### src/rtl/serial_addsub_unit.sv
// Digit-serial adder/subtractor: processes DIGIT bits per clock, LSB first,
// and presents the full result with carry/borrow and signed overflow on done.
module serial_addsub_unit #(
  parameter int WIDTH = 8,
  parameter int DIGIT = 1
) (
  input  logic             clk,
  input  logic             reset,
  input  logic             start,
  input  logic             mode,
  input  logic [WIDTH-1:0] a,
  input  logic [WIDTH-1:0] b,
  output logic             busy,
  output logic             done,
  output logic [WIDTH-1:0] result,
  output logic             carry_out,
  output logic             overflow
);

  localparam int C     = WIDTH / DIGIT;
  localparam int CNT_W = $clog2(C + 1);
  localparam logic [CNT_W-1:0] LAST = CNT_W'(C - 1);

  generate
    if (WIDTH < 2 || DIGIT < 1 || (WIDTH % DIGIT) != 0) begin : g_bad_params
      $error("serial_addsub_unit: WIDTH must be >= 2 and a multiple of DIGIT");
    end
  endgenerate

  typedef enum logic [1:0] {
    IDLE  = 2'd0,
    SHIFT = 2'd1,
    DONE  = 2'd2
  } state_t;

  // Returns {signed overflow, carry out, DIGIT sum bits}; the carry into the
  // MSB is recovered from the MSB sum bit and the two MSB operand bits.
  function automatic logic [DIGIT+1:0] digit_add(input logic [DIGIT-1:0] x,
                                                 input logic [DIGIT-1:0] y,
                                                 input logic             cin);
    logic [DIGIT:0] s;
    logic           c_msb;
    s     = {1'b0, x} + {1'b0, y} + {{DIGIT{1'b0}}, cin};
    c_msb = s[DIGIT-1] ^ x[DIGIT-1] ^ y[DIGIT-1];
    return {c_msb ^ s[DIGIT], s};
  endfunction

  state_t           state_q, state_d;
  logic [WIDTH-1:0] sa_q, sa_d;
  logic [WIDTH-1:0] sb_q, sb_d;
  logic [WIDTH-1:0] rs_q, rs_d;
  logic             cy_q, cy_d;
  logic             md_q, md_d;
  logic [CNT_W-1:0] cnt_q, cnt_d;
  logic [WIDTH-1:0] res_q, res_d;
  logic             cout_q, cout_d;
  logic             ovf_q, ovf_d;

  logic [DIGIT+1:0] add_w;
  logic [WIDTH-1:0] rs_next;

  assign add_w   = digit_add(sa_q[DIGIT-1:0], sb_q[DIGIT-1:0], cy_q);
  assign rs_next = (rs_q >> DIGIT) | (WIDTH'(add_w[DIGIT-1:0]) << (WIDTH - DIGIT));

  always_comb begin
    state_d = state_q;
    sa_d    = sa_q;
    sb_d    = sb_q;
    rs_d    = rs_q;
    cy_d    = cy_q;
    md_d    = md_q;
    cnt_d   = cnt_q;
    res_d   = res_q;
    cout_d  = cout_q;
    ovf_d   = ovf_q;
    case (state_q)
      IDLE, DONE: begin
        if (start) begin
          sa_d    = a;
          sb_d    = mode ? ~b : b;
          cy_d    = mode;
          md_d    = mode;
          cnt_d   = '0;
          state_d = SHIFT;
        end else begin
          state_d = IDLE;
        end
      end
      SHIFT: begin
        sa_d  = sa_q >> DIGIT;
        sb_d  = sb_q >> DIGIT;
        rs_d  = rs_next;
        cy_d  = add_w[DIGIT];
        cnt_d = cnt_q + CNT_W'(1);
        if (cnt_q == LAST) begin
          // subtraction reports borrow, i.e. the inverted final carry
          res_d   = rs_next;
          cout_d  = add_w[DIGIT] ^ md_q;
          ovf_d   = add_w[DIGIT+1];
          state_d = DONE;
        end
      end
      default: state_d = IDLE;
    endcase
  end

  always_ff @(posedge clk) begin
    if (reset) begin
      state_q <= IDLE;
      sa_q    <= '0;
      sb_q    <= '0;
      rs_q    <= '0;
      cy_q    <= 1'b0;
      md_q    <= 1'b0;
      cnt_q   <= '0;
      res_q   <= '0;
      cout_q  <= 1'b0;
      ovf_q   <= 1'b0;
    end else begin
      state_q <= state_d;
      sa_q    <= sa_d;
      sb_q    <= sb_d;
      rs_q    <= rs_d;
      cy_q    <= cy_d;
      md_q    <= md_d;
      cnt_q   <= cnt_d;
      res_q   <= res_d;
      cout_q  <= cout_d;
      ovf_q   <= ovf_d;
    end
  end

  assign busy      = (state_q == SHIFT);
  assign done      = (state_q == DONE);
  assign result    = res_q;
  assign carry_out = cout_q;
  assign overflow  = ovf_q;

endmodule

### config.mk
export PLATFORM = sky130hd
export DESIGN_NAME = serial_addsub_unit
export DESIGN_NICKNAME = d
export VERILOG_FILES = /design/src/rtl/serial_addsub_unit.sv
export SDC_FILE = /design/constraint.sdc
export NUM_CORES = 1
export LEC_CHECK = 0
export CELL_PAD_IN_SITES_DETAIL_PLACEMENT = 1
export CELL_PAD_IN_SITES_GLOBAL_PLACEMENT = 1
export CORE_MARGIN = 2
export CORE_UTILIZATION = 41
export CTS_CLUSTER_SIZE = 10
export DETAILED_ROUTE_END_ITERATION = 10
export PLACE_DENSITY = 0.81
export RECOVER_POWER = 100
export SLEW_MARGIN = 5
export SYNTH_ARGS = -nofsm -noshare
export SYNTH_HDL_FRONTEND = slang
export SYNTH_SLANG_ARGS = --single-unit
### constraint.sdc
create_clock -name clk -period 3.9 [get_ports clk]
set_input_delay 0.975 -clock clk [delete_from_list [all_inputs] [get_ports clk]]
set_output_delay 0.975 -clock clk [all_outputs]
set_load 0.02 [all_outputs]
== Yosys cells after proc, flatten, opt, wreduce, memory -nomap -nowiden ==
Index checks and enable logic that the tools add are counted.

* Flip-flop bits (word level): 42
* Input port bits: 20
* Output and inout port bits: 12
* Word-level logic and storage cells: 42

* $add $sub $neg: 3
* Equal/unequal tests: 5
* Mux-type cells: 12
* Bitwise logic cells: 6
* Reduce and logical (&&, ||, !) cells: 6

{| class="wikitable"
|+ Operators by type and width
! kind !! count
|-
| $pmux W8 S2 || 2
|-
| $mux W8 || 3
|-
| $not A8 Y8 || 1
|-
| $or A7 B8 Y8 || 1
|-
| $pmux W4 S2 || 1
|-
| $reduce_and A2 Y1 || 3
|-
| $add A4 B1 Y4 const B || 1
|-
| $eq A4 B3 Y1 const B || 1
|-
| $mux W4 || 1
|-
| $pmux W2 S2 || 1
|-
| $xor A1 B1 Y1 || 4
|-
| $add A1 B1 Y2 || 1
|-
| $add A2 B1 Y2 || 1
|-
| $eq A2 B1 Y1 const B || 1
|-
| $eq A2 B2 Y1 const B || 1
|-
| $logic_not A2 Y1 || 1
|-
| $mux W1 || 2
|-
| $mux W2 || 1
|-
| $ne A2 B1 Y1 const B || 1
|-
| $ne A2 B2 Y1 const B || 1
|-
| $pmux W1 S2 || 1
|-
| $reduce_bool A2 Y1 || 1
|-
| $reduce_or A2 Y1 || 1
|}

== Logic depth before layout (Yosys ltp) ==
* Depth in word-level cells: 5
* Mapped depth: 5
* Depth with buffers taken out: 4

== Worst setup path before layout ==
Ideal clock, no wire load.

* Path kind: flip-flop to output port
* Start: register state_q[1]
* End: output busy
* Data arrival time: 873 ps
* Data required time: 2925 ps
* Slack: 2052 ps
* Cell stages (with the launch flop): 4
* Path buffers: 1
* Path through: dfxtp_1 > nand2b_2 > inv_1 > buf_2

* Cells in the longest elaborated chain, start to end: 1

{| class="wikitable"
|+ RTL lines
! what !! RTL line !! text
|-
| start: declaration || 48 || <nowiki>state_t state_q, state_d;</nowiki>
|-
| start signal: assignment || 120 || <nowiki>state_q <= state_d;</nowiki>
|-
| $eq A2 B1 Y1 || 133 || <nowiki>assign busy = (state_q == SHIFT);</nowiki>
|-
| end: declaration || 13 || <nowiki>output logic busy,</nowiki>
|}

No other way between the ends.

== Final worst setup path ==
* Start: input reset
* End: register cnt_q[1]

{| class="wikitable"
|+ RTL lines
! what !! RTL line !! text
|-
| start: declaration || 8 || <nowiki>input logic reset,</nowiki>
|-
| end signal: assignment || 126 || <nowiki>cnt_q <= cnt_d;</nowiki>
|-
| end: declaration || 54 || <nowiki>logic [CNT_W-1:0] cnt_q, cnt_d;</nowiki>
|}

No word-level cell between the ends.

==> impl_metrics.ini <==
[clock_network]
cts.sinks = 41
post_cts_buffers = 0
cts_tree = built
post_cts_resized = 0
cts_buffer_depth = 2
htree_num_levels = 2
clk_pin_slew_worst_paths_ns = 0.08
cts-root-buf = clkbuf_8
hold_buffers = 0
worstSkewPairLatency_ns = 0.29
numCtsBuffers = 5

[global_routing]
antenna_found_initial = 0
grt.overflow.total = 0
grt_usage = 0.197
grt_pass1_vias = 1595
grt_max_degree = 30
grt_first_pass_wirelength_um = 7660

[worst_setup_path]
crit_end = cnt_q[1]$_SDFFE_PP0P_
critical_path.startpoint = reset
r2r-end = cnt_q[1]$_SDFFE_PP0P_
critPathArrivalTime_ns = 2.92
crit_chain = dlygate4sd3_1 -> clkbuf_1 -> a21oi_1
path_class = in2reg
cp-end-kind = flop
critPathMaxFanout = 26
rrSetupSlack_ns = 2.14
cp.depth = 3
slowest_stage = dlygate4sd3_1
worst-path-buf-inv = 2
rr_worst_depth = 3
rr_startpoint = state_q[0]$_SDFFE_PP0P_
max_stage_delay_ns = 1.17
worstPathRequired_ns = 4.04
crit_path_start_kind = input pin
crit_family = buffers and inverters

[route]
routedWlPerCell_um = 16.1
dr_wl_met3_um = 195
drc = 0
drt_first_iter_violations = 75
wl_met2_um = 2260
met1_length_um = 1930
top_layer_used = met4
drt-vias-per-instance = 5.58
vias = 1552
ant_nets = 0
first_pass_iters = 4
drt-total-wl_um = 4460

[layout]
num-fill-cells = 477
drive_gt1_frac = 0.0526
postLayoutCoreUtil = 0.529
fin_nets = 249
fin_cells = 278
antenna_cells = 0
area_growth_pct = 22.4

[floorplanning]
core_um2 = 4060
core.rowCount = 23
die_x_um = 69.4
initial_utilization = 0.432
die_height_um = 69.4
dieArea_um2 = 4810
ios = 32

[timing]
post-route-min-period_ns = 2.78
rsz0062_at_grt = no
max_slew_margin = 0.357
whs_ns = 0.473
worst_pin_slew_ns = 0.961
fin_crit_sh = 0.714
finalHoldViolations = 0
fmax_ghz = 0.359
setup_viol = 0
tns_ns = 0
worst_clock_skew_ns = 0.00436
final_max_slew_viol_count = 0

[place]
dp_hpwl_um = 3040
port_buffers = 31
place_inst = 270
place_congestion = 0.705

[synth]
synth.area.mux_share = 0.0121
synthMostInstantiatedCell = dfxtp_1
netlist_instances = 202
synthArstFlopShare = 0
yosys.area_share.simple = 0.166
synthAdderAreaFrac = 0.0186
netlist_area_um2 = 1750
synth_ff_type = dfxtp_1
ys_ff_latch = 41
netlist_top_cells_area = dfxtp_1 (47%), a21oi_1 (11%), nand3_1 (7.7%), a22oi_1 (5.6%), nand2_1 (4.3%)
synth_cell_type_count = 30
synth_top_area_cell = dfxtp_1
synth_common_cells = dfxtp_1 (41), a21oi_1 (39), nand3_1 (27), nand2_1 (20), a22oi_1 (13)
synth_compound_area_frac = 0.224
synth_top_family_by_area = compound AO/OA/AOI/OAI gates
synth-edff-count = 0
synthesis.nets = 224
seq_area_frac_synth = 0.469
synth_top_area_share = 0.469
synth_xor_area_frac = 0.0600
ys_warn_count = 0
synth_area_per_cell_um2 = 8.67

[power]
total_power_mw = 0.828
leakagePower_nw = 0.763
peakVddDrop_mv = 0.171
cellPowerDensity_nw_per_um2 = 386

[worst_hold_path]
hold_path_class = reg2reg

[outcome]
outcome = finished clean

[job]
maxCapViolCount = 0
## layout by cell type (no fill, tap or decap), types with 2 or more instances in the layout
cell,netlist,layout
nand2_1,20,20
dlygate4sd3_1,0,14
clkbuf_8,0,5
nand3_1,27,27
xor2_1,7,7
a311oi_1,2,2
clkdlybuf4s50_1,0,17
nor2b_1,3,3
a22oi_1,13,13
clkbuf_1,5,3
xnor2_1,5,5
clkinv_2,0,2
o21ai_0,8,8
dfxtp_1,41,41
nand2b_1,3,3
nor2_1,2,2
a21oi_1,39,39
buf_4,0,2
## worst min path at each step
stage | slack (ns) | cells past startpoint | to | startpoint
floorplan | 0.44 | 2 | rs_q[1]$_SDFFE_PP0P_ | rs_q[1]$_SDFFE_PP0P_
global placement | 0.45 | 2 | rs_q[1]$_SDFFE_PP0P_ | rs_q[1]$_SDFFE_PP0P_
detailed placement | 0.46 | 2 | rs_q[1]$_SDFFE_PP0P_ | rs_q[1]$_SDFFE_PP0P_
CTS | 0.48 | 2 | sb_q[2]$_SDFFE_PP0P_ | sb_q[2]$_SDFFE_PP0P_
global route | 0.51 | 2 | sa_q[1]$_SDFFE_PP0P_ | sa_q[1]$_SDFFE_PP0P_
finish | 0.47 | 2 | sb_q[2]$_SDFFE_PP0P_ | sb_q[2]$_SDFFE_PP0P_
## worst reg2reg max path, stage by stage (launching register included)
cell,delay (ns)
dfxtp_1,0.49
nand2b_1,0.71
nand3_1,0.23
a21oi_1,0.24
## logic make-up (layout without fill, tap and decap cells)
group                      after synthesis  in the layout
xor gates and xnor gates                12             12
and+or+nand+nor                         60             60
buffers and inverters                   18             44
muxes                                    2              2
AOI/OAI and AO/OA                       67             67
DFF                                     41             41
adders and majority gates                2              2
## per-stage QoR
step                      cell area [um2]  setup slack [ns]
after floorplan                      1750              2.05
after detailed placement             2070              1.26
after CTS                            2150              1.33
final                                2140              1.12
after global placement               2070              1.32
after global routing                 2140              1.00
## report_power, final
group / internal [mW] / switching, mW
Clock: 0.124 / 0.143
Sequential: 0.436 / 0.0139
Combinational: 0.0498 / 0.0615
## final cells by class
cell class / instances / area, um2 / share of cell area
multi-input cells: 143 / 842 / 0.393
flip-flops and latches: 41 / 821 / 0.383
repair buffers: 35 / 333 / 0.155
clock buffers: 6 / 72.6 / 0.0338
well taps: 50 / 62.6 / 0.0292
clock inverters: 2 / 10.0 / 0.00467
inverters: 1 / 3.75 / 0.00175
## flip-flops by register name, summed over array words and instances (netlist names)
signal and flops:
state_q 2, result 8, sa_q 8, rs_q 7
cnt_q 4, sb_q 8, carry_out 1, overflow 1
md_q 1, cy_q 1
## layer usage
layer	GRT usage	vias up
li1	-	761
met1	0.242	745
met2	0.335	37
met3	0.0363	9
met4	0.0850	0
met5	0	-
Power figures use the tool's default switching activity.
